[config.mk]
export PLATFORM = sky130hd
export DESIGN_NAME = input_debounce_flat
export DESIGN_NICKNAME = d
export VERILOG_FILES = /design/src/rtl/input_debounce_pkg.sv /design/src/rtl/input_debounce_if.sv /design/src/rtl/input_debounce_bit.sv /design/src/rtl/input_debounce.sv /design/src/flat_wrapper.sv
export SDC_FILE = /design/constraint.sdc
export NUM_CORES = 1
export LEC_CHECK = 0
export ABC_AREA = 1
export CORE_MARGIN = 3
export CORE_UTILIZATION = 60
export DETAILED_ROUTE_END_ITERATION = 8
export PLACE_DENSITY = 0.9
export SETUP_SLACK_MARGIN = 0.3
export SLEW_MARGIN = 20
export SYNTH_ARGS = -nofsm -noshare
export SYNTH_HDL_FRONTEND = slang
export SYNTH_HIERARCHICAL = 1
export SYNTH_SLANG_ARGS = --single-unit
[constraint.sdc]
create_clock -name CLK_I -period 1.9 [get_ports CLK_I]
set_input_delay 0.38 -clock CLK_I [delete_from_list [all_inputs] [get_ports CLK_I]]
set_output_delay 0.38 -clock CLK_I [all_outputs]
set_load 0.02 [all_outputs]
[src/rtl/input_debounce_pkg.sv]
// Shared types and helpers for the multi-bit debouncer.
// Holds the per-bit FSM state encoding and the counter sizing function.
package debounce_pkg;

   typedef enum logic {
      STABLE = 1'b0,
      VERIFY = 1'b1
   } dbnc_state_e;

   // Ceiling log2, never less than 1 so a counter always has at least one bit.
   function automatic int clog2(input int value);
      int result;
      result = 0;
      while ((1 << result) < value) begin
         result = result + 1;
      end
      if (result < 1) begin
         result = 1;
      end
      return result;
   endfunction

endpackage

[src/rtl/input_debounce_if.sv]
// Bundle of the debouncer data and strobe signals.
// The master side drives the raw levels; the slave side is the debouncer.
interface input_debounce_if #(
   parameter int WIDTH = 4
);
   logic [WIDTH-1:0] D_I;
   logic [WIDTH-1:0] D_O;
   logic [WIDTH-1:0] RISE_O;
   logic [WIDTH-1:0] FALL_O;
   logic             CHANGE_O;

   modport master (
      output D_I,
      input  D_O,
      input  RISE_O,
      input  FALL_O,
      input  CHANGE_O
   );

   modport slave (
      input  D_I,
      output D_O,
      output RISE_O,
      output FALL_O,
      output CHANGE_O
   );
endinterface

[src/rtl/input_debounce_bit.sv]
// Single-bit debouncer: two-state FSM plus run-length counter.
// A new level is accepted only after DEBOUNCE_CYCLES consecutive differing samples.
module debounce_bit
   import debounce_pkg::*;
#(
   parameter int   DEBOUNCE_CYCLES = 50000,
   parameter logic RESET_VAL       = 1'b0
) (
   input  logic clk_i,
   input  logic rstn_i,
   input  logic d_i,
   output logic d_o,
   output logic rise_o,
   output logic fall_o,
   output logic commit_o
);
   localparam int CNT_W = clog2(DEBOUNCE_CYCLES + 1);
   localparam logic [CNT_W-1:0] CNT_LAST = CNT_W'(DEBOUNCE_CYCLES - 1);

   dbnc_state_e      state_q, state_d;
   logic [CNT_W-1:0] cnt_q, cnt_d;
   logic             level_q, level_d;
   logic             rise_q, rise_d;
   logic             fall_q, fall_d;

   always_comb begin
      state_d = state_q;
      cnt_d   = cnt_q;
      level_d = level_q;
      rise_d  = 1'b0;
      fall_d  = 1'b0;
      case (state_q)
         STABLE: begin
            if (d_i != level_q) begin
               state_d = VERIFY;
               cnt_d   = CNT_W'(1);
            end else begin
               cnt_d   = '0;
            end
         end
         VERIFY: begin
            if (d_i == level_q) begin
               // Bounce back to the held level: drop the candidate silently.
               state_d = STABLE;
               cnt_d   = '0;
            end else if (cnt_q == CNT_LAST) begin
               state_d = STABLE;
               cnt_d   = '0;
               level_d = d_i;
               rise_d  = d_i;
               fall_d  = ~d_i;
            end else begin
               cnt_d   = cnt_q + CNT_W'(1);
            end
         end
         default: begin
            state_d = STABLE;
            cnt_d   = '0;
         end
      endcase
   end

   always_ff @(posedge clk_i) begin
      if (!rstn_i) begin
         state_q <= STABLE;
         cnt_q   <= '0;
         level_q <= RESET_VAL;
         rise_q  <= 1'b0;
         fall_q  <= 1'b0;
      end else begin
         state_q <= state_d;
         cnt_q   <= cnt_d;
         level_q <= level_d;
         rise_q  <= rise_d;
         fall_q  <= fall_d;
      end
   end

   assign d_o      = level_q;
   assign rise_o   = rise_q;
   assign fall_o   = fall_q;
   assign commit_o = rise_d | fall_d;

endmodule

[src/rtl/input_debounce.sv]
// Multi-bit debouncer and edge detector for already-synchronized inputs.
// One independent debounce_bit per input, plus a registered any-change strobe.
module input_debounce
   import debounce_pkg::*;
#(
   parameter int               WIDTH           = 4,
   parameter int               DEBOUNCE_CYCLES = 50000,
   parameter logic [WIDTH-1:0] RESET_VAL       = '0
) (
   input  logic             CLK_I,
   input  logic             RSTN_I,
   input_debounce_if.slave  bus
);
   if (DEBOUNCE_CYCLES < 2) begin : g_bad_cycles
      $error("input_debounce: DEBOUNCE_CYCLES must be >= 2");
   end

   logic [WIDTH-1:0] level_vec;
   logic [WIDTH-1:0] rise_vec;
   logic [WIDTH-1:0] fall_vec;
   logic [WIDTH-1:0] commit_vec;
   logic             change_q, change_d;

   for (genvar gi = 0; gi < WIDTH; gi++) begin : g_bit
      debounce_bit #(
         .DEBOUNCE_CYCLES (DEBOUNCE_CYCLES),
         .RESET_VAL       (RESET_VAL[gi])
      ) u_bit (
         .clk_i    (CLK_I),
         .rstn_i   (RSTN_I),
         .d_i      (bus.D_I[gi]),
         .d_o      (level_vec[gi]),
         .rise_o   (rise_vec[gi]),
         .fall_o   (fall_vec[gi]),
         .commit_o (commit_vec[gi])
      );
   end

   // Built from the bits' next-cycle commits so it lines up with their strobes.
   always_comb begin
      change_d = |commit_vec;
   end

   always_ff @(posedge CLK_I) begin
      if (!RSTN_I) begin
         change_q <= 1'b0;
      end else begin
         change_q <= change_d;
      end
   end

   assign bus.D_O      = level_vec;
   assign bus.RISE_O   = rise_vec;
   assign bus.FALL_O   = fall_vec;
   assign bus.CHANGE_O = change_q;

endmodule
[src/flat_wrapper.sv]
// flat-port wrapper written by rule: the top's interface ports become plain ports
module input_debounce_flat import debounce_pkg::*;
#(
   parameter int               WIDTH           = 4,
   parameter int               DEBOUNCE_CYCLES = 50000,
   parameter logic [WIDTH-1:0] RESET_VAL       = '0
)
  (CLK_I, RSTN_I, bus_D_I, bus_D_O, bus_RISE_O, bus_FALL_O, bus_CHANGE_O);
  input_debounce_if #(.WIDTH(WIDTH)) bus_i ();
  input  logic CLK_I;
  input  logic RSTN_I;
  input wire logic [$bits(bus_i.D_I)-1:0] bus_D_I;
  output wire logic [$bits(bus_i.D_O)-1:0] bus_D_O;
  output wire logic [$bits(bus_i.RISE_O)-1:0] bus_RISE_O;
  output wire logic [$bits(bus_i.FALL_O)-1:0] bus_FALL_O;
  output wire logic [$bits(bus_i.CHANGE_O)-1:0] bus_CHANGE_O;
  assign bus_i.D_I = bus_D_I;
  assign bus_D_O = bus_i.D_O;
  assign bus_RISE_O = bus_i.RISE_O;
  assign bus_FALL_O = bus_i.FALL_O;
  assign bus_CHANGE_O = bus_i.CHANGE_O;
  input_debounce #(.WIDTH(WIDTH), .DEBOUNCE_CYCLES(DEBOUNCE_CYCLES), .RESET_VAL(RESET_VAL)) u_core (.CLK_I(CLK_I), .RSTN_I(RSTN_I), .bus(bus_i));
endmodule
After elaboration in Yosys (flattened, before gate mapping)
Index checks and enable logic that the tools add are counted.

cells by class
  reductions and logical operators = 5
  mux-type cells = 56
  eq/ne operators = 12
  add/subtract/negate cells = 4
  bitwise logic cells = 16

operator list
  operator                                       count
  two-way mux 16 bit                             8
  one-hot mux 16 bit (2 select lines)            4
  adder 16 x 1 -> 16 bit, second input constant  4
  equality test 16 bit, second input constant    4
  two-way mux 1 bit                              40
  inverter 1 bit                                 12
  AND reduction 3 bit                            4
  one-hot mux 1 bit (2 select lines)             4
  equality test 1 bit                            4
  inequality test 1 bit                          4
  bitwise OR 1 bit                               4
  OR reduction 4 bit                             1

storage, ports and cells
  register bits after elaboration = 81
  output and inout bits = 13
  logic and storage cells = 114
  bits of input ports = 6

Longest topological paths before layout
Gate-level depths: netlist (run 1).

  depth in word-level cells = 6
  mapped depth = 8
  depth with buffers taken out = 8

Hierarchy
Netlist (run 1), hierarchy kept.

modules (own cells, without submodules)
  module          cells each  area an instance (um2)  sequential area each (um2)  instances
  debounce_bit    150         1051.0                  400.4                       4
  input_debounce  5           36.3                    20.0                        1

Worst setup path after synthesis (run 1)
No wires, ideal clock.

  kind = reg2reg
  start point = register u_core.g_bit[0].u_bit.cnt_q[0]
  end point = register u_core.g_bit[0].u_bit.state_q
  path slack = 619 ps
  buffers on the path = 1
  setup time = 114 ps
  data required time = 1786 ps
  clock period less this slack = 1281 ps
  stages on the path, launching flop included = 8
  arrival = 1167 ps
  path through = dfxtp_1 > ha_1 > nand3_4 > nor2_4 > nand2_2 > nand2_4 > buf_6 > nand2_1

between the ends
  longest elaborated chain between the ends = 4

RTL lines
  what                                RTL line                  text
  from (decl)                         input_debounce_bit.sv:21  logic [CNT_W-1:0] cnt_q, cnt_d;
  from (signal assigned)              input_debounce_bit.sv:72  cnt_q <= cnt_d;
  equality test 16 bit                input_debounce_bit.sv:46  end else if (cnt_q == CNT_LAST) begin
  two-way mux 1 bit                   input_debounce_bit.sv:46
  two-way mux 1 bit                   input_debounce_bit.sv:42  if (d_i == level_q) begin
  one-hot mux 1 bit (2 select lines)  input_debounce_bit.sv:32  case (state_q)
  to (signal assigned)                input_debounce_bit.sv:71  state_q <= state_d;
  to (decl)                           input_debounce_bit.sv:20  dbnc_state_e state_q, state_d;

No other way between the ends.
A chain may end at the register's enable or synchronous reset.

Final worst setup path (run 1)
  start point = register u_core.g_bit[3].u_bit.level_q
  end point = output port bus_D_O[3]

RTL lines
  what                    RTL line                  text
  from (decl)             input_debounce_bit.sv:22  logic level_q, level_d;
  from (signal assigned)  input_debounce_bit.sv:73  level_q <= level_d;
  to (decl)               flat_wrapper.sv:13        output wire logic [$bits(bus_i.D_O)-1:0] bus_D_O;

No word-level cell between the ends.

==> results of run 1 <==
==> how the worst min path moves through the flow <==
stage | startpoint | to | slack (ps) | depth (start not counted)
finish | u_core/g_bit[1].u_bit/cnt_q[15] | u_core/g_bit[1].u_bit/cnt_q[15] | 500 | 2
global route | u_core/g_bit[3].u_bit/cnt_q[15] | u_core/g_bit[3].u_bit/cnt_q[15] | 510 | 2
CTS | u_core/g_bit[0].u_bit/cnt_q[15] | u_core/g_bit[0].u_bit/cnt_q[15] | 500 | 2
detailed placement | u_core/g_bit[0].u_bit/cnt_q[15] | u_core/g_bit[0].u_bit/cnt_q[15] | 480 | 2
global placement | u_core/g_bit[3].u_bit/cnt_q[15] | u_core/g_bit[3].u_bit/cnt_q[15] | 470 | 2
floorplan | bus_D_I[0] | u_core/g_bit[0].u_bit/fall_o | 460 | 1
==> area by class of cell <==
cell class | count | area, um^2
Sequential cell | 81 | 1622
Tap cell | 96 | 120.1
Multi-Input combinational cell | 419 | 2195
Fill cell | 551 | 2090
Timing Repair Buffer | 21 | 186.4
Inverter | 101 | 379.1
Clock buffer | 9 | 123.9
Clock inverter | 7 | 116.4
==> metrics by stage <==
| step | instance area [um^2] | total power (uW) |
|---|---|---|
| after CTS | 4742 | 3377 |
| final | 4742 | 3357 |
| after detailed placement | 4518 | 1873 |
| after global routing | 4742 | 3478 |
| after floorplan | 4240 | 1837 |
| after global placement | 4518 | 1863 |
==> timing repair <==
action,in CTS,in global routing
endpoints found under the hold margin,0,0
endpoints found under the setup margin,13,0
setup buffers,0,0
resized for setup,13,0
==> logic make-up (layout without fill, tap and decap cells) <==
logic type / Yosys count / count (layout)
buffers and inverters: 105 / 138
DFF: 81 / 81
xor gates and xnor gates: 12 / 12
AOI/OAI and AO/OA: 49 / 49
adders and majority gates: 4 / 4
and+or+nand+nor: 354 / 354
==> state kept, by name, indices dropped and copies added (netlist names) <==
name,flops
u_core/g_bit.u_bit/d_o,4
u_core/bus.CHANGE_O,1
u_core/g_bit.u_bit/rise_o,4
u_core/g_bit.u_bit/fall_o,4
u_core/g_bit.u_bit/state_q,4
u_core/g_bit.u_bit/cnt_q,64
==> placed cells by master (no fill, tap or decap), types with 9 or more instances in the layout <==
| master | synthesis | final |
|---|---|---|
| sky130_fd_sc_hd__inv_1 | 97 | 97 |
| sky130_fd_sc_hd__clkbuf_8 | 0 | 9 |
| sky130_fd_sc_hd__dfxtp_1 | 81 | 81 |
| sky130_fd_sc_hd__nand2_1 | 140 | 140 |
| sky130_fd_sc_hd__nor2_1 | 90 | 90 |
| sky130_fd_sc_hd__nand2_2 | 12 | 12 |
| sky130_fd_sc_hd__nor2_4 | 16 | 16 |
| sky130_fd_sc_hd__dlygate4sd2_1 | 0 | 13 |
| sky130_fd_sc_hd__nand4_1 | 20 | 20 |
| sky130_fd_sc_hd__a21oi_1 | 29 | 29 |
| sky130_fd_sc_hd__nand3_1 | 40 | 40 |
==> metal layers <==
| layer | track usage, % | vias up |
|---|---|---|
| met2 | 40.51 | 59 |
| li1 | - | 1946 |
| met5 | 0 | - |
| met3 | 5.774 | 15 |
| met4 | 8.673 | 0 |
| met1 | 25.86 | 1781 |
==> power groups by stage <==
stage	Sequential (uW)	Combinational [uW]	Clock [uW]
floorplan	1760	73.7	0
global placement	1770	97.9	0
detailed placement	1770	106	0
CTS	1730	107	1540
global route	1730	121	1630
finish	1730	107	1520
==> results.txt, run 1 <==
----------------------------------------------------
[Critical path]
  Crit. End Element ... primary output
  Slowest stage cell on the critical path ... sky130_fd_sc_hd__dfxtp_1
  Worst reg2reg endpoint ... u_core/g_bit[1].u_bit/cnt_q[0]
  Setup slack of the most critical reg-to-reg path ... 410 ps
  Cell class contributing the biggest share of worst-path delay ... flip-flops
  Stages on the worst setup path ... 1
  Worst setup path class ... reg -> out
  Category of the worst setup path launch point ... flop
  R2r worst-path depth ... 6
  Endpoint arrival time on the critical path ... 1130 ps
  Critical Path Sink ... bus_D_O[3]
  Critical Path Max Stage Delay ... 420 ps
  Number of buffers and inverters on the critical path ... 1
  Highest fanout seen on the critical path ... 4
  Critical path data required time ... 1520 ps
  Chain of cells forming the critical path ... dlygate4sd2_1
  Launch point of the worst path ... u_core/g_bit[3].u_bit/d_o
  Reg2Reg Launch Point ... u_core/g_bit[1].u_bit/cnt_q[0]

[Finish]
  Number of nets at the end of the flow ... 643
  Area added between synthesis and finish ... 11.83%
  Diode insertion count for antenna repair ... 0
  Count of non-filler cells in the finished layout ... 734
  Fraction of layout cells with a size suffix above 1 ... 11.13%
  Fraction of the core area covered by cells at the end of the flow ... 69.41%

[STA]
  Worst slack on hold paths ... 498.8 ps
  Transition time at the pin with the least slew margin ... 402.6 ps
  Final worst slack ... 388.0 ps
  Count of pins over their slew limit ... 0
  Final hold violations ... 0
  Final setup vio count ... 0
  Worst max-slew margin expressed relative to the limit ... 73.08%
  Post-Route Setup TNS ... 0 ps
  Unrepaired setup endpoints after global routing ... no
  Post-route clock period utilization ... 79.58%
  Minimum clock period after layout ... 1512 ps
  Achievable clock frequency ... 661.4 MHz
  Worst clock skew ... 10.99 ps

[Yosys]
  Synth Area in Simple Gates ... 41.49%
  Number of distinct library cells after synthesis ... 27
  Synth Register Bits ... 81
  Number of enable flip-flop cells after synthesis ... 0
  Share of the yosys chip area belonging to registers ... 38.24%
  Mapped cell area ... 4240 um^2
  Synth Area in Adders ... 1.180%
  Post-synthesis compound-gate area fraction ... 6.610%
  Proportion of register bits with asynchronous set or reset after synthesis ... 0%
  Mux share of post-synthesis cell area ... 0%
  Most instantiated flip-flop cell in the synthesis netlist ... sky130_fd_sc_hd__dfxtp_1
  Gate Count Post-Synth ... 605
  Main combinational cell family by area after synthesis ... simple AND/OR/NAND/NOR gates
  Ranking of synthesized cells by instance count ... 140 x sky130_fd_sc_hd__nand2_1, 97 x sky130_fd_sc_hd__inv_1, 90 x sky130_fd_sc_hd__nor2_1
  Most used standard cell by instance count after synthesis ... sky130_fd_sc_hd__nand2_1
  Area fraction of the dominant cell type after synthesis ... 38.24%
  Cell accounting for the most synthesized area ... sky130_fd_sc_hd__dfxtp_1
  Syn nets ... 615
  Xor and xnor area share after synthesis ... 2.479%
  Avg Inst Size Synth ... 7.009 um^2
  Largest cells by area after synthesis ... sky130_fd_sc_hd__dfxtp_1 38%, sky130_fd_sc_hd__nand2_1 12%, sky130_fd_sc_hd__inv_1 8.6%
  Total number of yosys warnings ... 6

[Placed design]
  Placed instance count ... 718
  Detailed placer's ending HPWL ... 6239 um
  Worst setup slack after placement ... 53.76 ps
  Number of buffer cells added on primary ports ... 18
  RD Place Congestion ... 0.8346

[Clock tree]
  Clock latency reported for the late side of the worst-skew pair ... 350 ps
  # hold bufs at CTS ... 0
  Clock tree root buffer cell ... sky130_fd_sc_hd__clkbuf_8
  H-tree depth reported by CTS ... 3
  Clock Path Buffers ... 2
  Clock-pin slew reported for the worst setup and hold paths after clock tree synthesis ... 80 ps
  Clock tree from TritonCTS ... built
  Number of clock sinks ... 81
  Number of buffers created by CTS ... 9

[Pwr]
  Total power divided by cell area ... 707.9 nW/um^2
  Switching power share of the total ... 21.78%
  Leakage Power ... 0.001831 uW
  Sequential cell fraction of total power ... 51.5%
  Power spent charging and discharging nets ... 731.1 uW
  Int Power ... 2626 uW
  Part of the total power dissipated in the clock network ... 45.4%
  Highest ir drop seen on vdd ... 0.4123 mV
  Power share of the combinational group ... 3.2%

[Die]
  Core Footprint ... 6832 um^2
  Die Footprint ... 8112 um^2
  Height of the die ... 90.07 um
  Initial standard-cell utilization of the core ... 62.07%
  Die Width ... 90.07 um
  Site row count ... 30
  Ports ... 19

[Global route]
  First-pass GRT wire length ... 15520 um
  GRT Overall Usage ... 22.67%
  Maximum number of pins on one net before global-route repair ... 17
  Vias in the first global route ... 3669
  Number of antenna violations at the first check in global routing ... 0
  Total global routing overflow ... 0

[Outcome]
  Result of the run ... finished clean

[Route]
  Number of design-rule violations left by the first detailed-router iteration ... 124
  Detailed-route DRC error count ... 0
  Antenna viol nets, final ... 0
  Max Used Layer ... met4
  Routed wire per std cell ... 11.91 um
  Routed Wire Length ... 8740 um
  DR vias ... 3801
  Drt first pass iters ... 4
  Total length of routed met2 wires ... 4576 um
  Met3 WL ... 290 um
  Routed length on met1 ... 3715 um
  DR vias/cell ... 5.178

[Run]
  Number of maximum-capacitance violations ... 0

[Min path]
  Class of the tightest hold or removal check ... reg -> reg

----------------------------------------------------
Note: power is estimated with default switching activity, not from simulation.
==> run 2, diff against run 1 <==
--- a/config.mk
+++ b/config.mk
@@ -7,9 +7,9 @@
 export LEC_CHECK = 0
 export ABC_AREA = 1
 export CORE_MARGIN = 3
-export CORE_UTILIZATION = 60
+export CORE_UTILIZATION = 55
 export DETAILED_ROUTE_END_ITERATION = 8
-export PLACE_DENSITY = 0.9
+export PLACE_DENSITY = 0.87
 export SETUP_SLACK_MARGIN = 0.3
 export SLEW_MARGIN = 20
 export SYNTH_ARGS = -nofsm -noshare
==> constraint.sdc (replaced) <==
create_clock -name CLK_I -period 1.3 [get_ports CLK_I]
set_input_delay 0.26 -clock CLK_I [delete_from_list [all_inputs] [get_ports CLK_I]]
set_output_delay 0.26 -clock CLK_I [all_outputs]
set_load 0.02 [all_outputs]
==> results.txt, run 2 (synthesis gave the netlist of run 1 again) <==
----------------------------------------------------
[Die]
  Die Footprint ... 8799 um^2
  Core Footprint ... 7370 um^2
  Die Width ... 93.81 um
  Initial standard-cell utilization of the core ... 57.54%
  Ports ... 19
  Site row count ... 31
  Height of the die ... 93.81 um

[Route]
  Routed wire per std cell ... 18.45 um
  Number of design-rule violations left by the first detailed-router iteration ... 392
  DR vias/cell ... 5.861
  Detailed-route DRC error count ... 0
  Antenna viol nets, final ... 0
  Routed Wire Length ... 14850 um
  DR vias ... 4718
  Drt first pass iters ... 5

[Pwr]
  Leakage Power ... 0.002264 uW
  Power after layout ... 4911 uW
  Total power divided by cell area ... 812.8 nW/um^2
  Highest ir drop seen on vdd ... 0.5906 mV

[Clock tree]
  Clock tree from TritonCTS ... built
  Clock-pin slew reported for the worst setup and hold paths after clock tree synthesis ... 100 ps
  Number of clock sinks ... 81
  Clock latency reported for the late side of the worst-skew pair ... 370 ps
  # hold bufs at CTS ... 0
  Clock Path Buffers ... 2
  H-tree depth reported by CTS ... 3
  Clock tree root buffer cell ... sky130_fd_sc_hd__clkbuf_8
  Number of buffers created by CTS ... 9

[Placed design]
  Number of buffer cells added on primary ports ... 18
  Detailed placer's ending HPWL ... 6357 um
  RD Place Congestion ... 0.8553

[STA]
  Unrepaired setup endpoints after global routing ... yes
  Worst max-slew margin expressed relative to the limit ... 80.83%
  Worst clock skew ... 20.58 ps
  Achievable clock frequency ... 730.5 MHz
  Minimum clock period after layout ... 1369 ps
  Final hold violations ... 0
  Final worst slack ... -68.88 ps
  Post-Route Setup TNS ... -536.4 ps
  Transition time at the pin with the least slew margin ... 287.2 ps
  Count of pins over their slew limit ... 0
  Post-route clock period utilization ... 105.3%
  Final setup vio count ... 22

[Global route]
  Maximum number of pins on one net before global-route repair ... 14
  Number of antenna violations at the first check in global routing ... 0
  First-pass GRT wire length ... 19790 um
  Total global routing overflow ... 0
  Vias in the first global route ... 4249
  GRT Overall Usage ... 28.12%

[Critical path]
  Launch point of the worst path ... u_core/g_bit[1].u_bit/cnt_q[0]
  Reg2Reg Launch Point ... u_core/g_bit[1].u_bit/cnt_q[0]
  Setup slack of the most critical reg-to-reg path ... -70 ps
  R2r worst-path depth ... 6
  Endpoint arrival time on the critical path ... 1640 ps
  Critical path data required time ... 1570 ps
  Highest fanout seen on the critical path ... 8
  Category of the worst setup path launch point ... flop
  Worst setup path class ... reg -> reg
  Crit. End Element ... flop
  Worst reg2reg endpoint ... u_core/g_bit[1].u_bit/cnt_q[8]
  Critical Path Sink ... u_core/g_bit[1].u_bit/cnt_q[8]

[Outcome]
  Violated checks ... negative setup slack
  Result of the run ... complete, but fails checks

[Finish]
  Fraction of the core area covered by cells at the end of the flow ... 81.99%
  Register with the most flip-flops ... u_core/g_bit.u_bit/cnt_q
  Number of flip-flops in the largest register ... 64
  Most frequent cells in the layout ... 120 x sky130_fd_sc_hd__nand2_1, 91 x sky130_fd_sc_hd__inv_1, 59 x sky130_fd_sc_hd__buf_4
  Diode insertion count for antenna repair ... 0
  Number of inserted filler cells in the final layout ... 377
  Number of nets at the end of the flow ... 711
  Area added between synthesis and finish ... 42.49%
  Fraction of layout cells with a size suffix above 1 ... 46.03%
  Most common cell after layout, fill and taps aside ... sky130_fd_sc_hd__nand2_1

[Run]
  Number of maximum-capacitance violations ... 0

[Min path]
  Class of the tightest hold or removal check ... in -> reg
  Number of stages on the worst hold path ... 2

----------------------------------------------------
==> run 2: cell types whose count changed in the layout (fill, tap and decap cells not counted), sizes merged <==
cell | previous run | this run
clkdlybuf4s50 | 5 | 1
nand2 | 156 | 160
inv | 102 | 101
bufinv | 3 | 2
dlygate4sd2 | 13 | 4
clkinv | 2 | 3
clkbuf | 9 | 10
buf | 3 | 80
==> run 2: timing repair <==
item | CTS | global route
resized for setup | 189 | 98
buffers inserted | 25 | 16
cloned | 4 | 0
pin swaps | 53 | 48
setup endpoints to repair | 94 | 94
==> run 2: worst min-delay path by stage <==
stage / slack [ps] / startpoint / end
6_report: 310 / bus_D_I[0] / u_core/g_bit[0].u_bit/fall_o
5_1_grt: 330 / bus_D_I[0] / u_core/g_bit[0].u_bit/fall_o
4_1_cts: 260 / bus_D_I[0] / u_core/g_bit[0].u_bit/fall_o
3_5_place_dp: 480 / u_core/g_bit[3].u_bit/d_o / u_core/g_bit[3].u_bit/d_o
3_3_place_gp: 470 / u_core/g_bit[3].u_bit/cnt_q[15] / u_core/g_bit[3].u_bit/cnt_q[15]
2_1_floorplan: 340 / bus_D_I[0] / u_core/g_bit[0].u_bit/fall_o
==> run 2: worst max-delay path, cell delays in order (launching register included) <==
cell and delay [ps]:
sky130_fd_sc_hd__dfxtp_4 390, sky130_fd_sc_hd__ha_4 170, sky130_fd_sc_hd__nand3_4 100, sky130_fd_sc_hd__nor2_4 250, sky130_fd_sc_hd__nand3_1 190, sky130_fd_sc_hd__nand2_2 100, sky130_fd_sc_hd__a21oi_2 50
==> run 2: metrics by stage <==
stage | hold WS [ps] | std cells | worst slack, ps | instance area (um^2)
global route | 325.7 | 805 | -115.1 | 6042
detailed placement | 477.0 | 744 | -303.9 | 4780
floorplan | 336.1 | 605 | 142.4 | 4325
finish | 305.2 | 805 | -68.88 | 6042
global placement | 471.8 | 744 | -224.3 | 4780
CTS | 260.3 | 789 | 56.56 | 5614
==> run 2: layout make-up <==
class / instances / area [um^2] / area share [%]
Multi-Input combinational cell: 423 / 2856 / 47.28
Sequential cell: 81 / 1722 / 28.49
Timing Repair Buffer: 85 / 750.7 / 12.42
Inverter: 101 / 379.1 / 6.275
Clock buffer: 10 / 127.6 / 2.112
Tap cell: 99 / 123.9 / 2.050
Clock inverter: 6 / 82.58 / 1.367
==> run 2: per-layer routing <==
metal	routed length, um	track usage (%)
met3	1128	3.846
met2	7334	49.73
met4	977	12.52
met1	5408	33.67
met5	0	0
==> run 2: power by group <==
part           total, uW  switching [uW]  leakage [uW]  internal, uW
sequential          2510            28.0      0.000685          2480
clock               2080            1010      0.000106          1070
combinational        320             185       0.00147           135
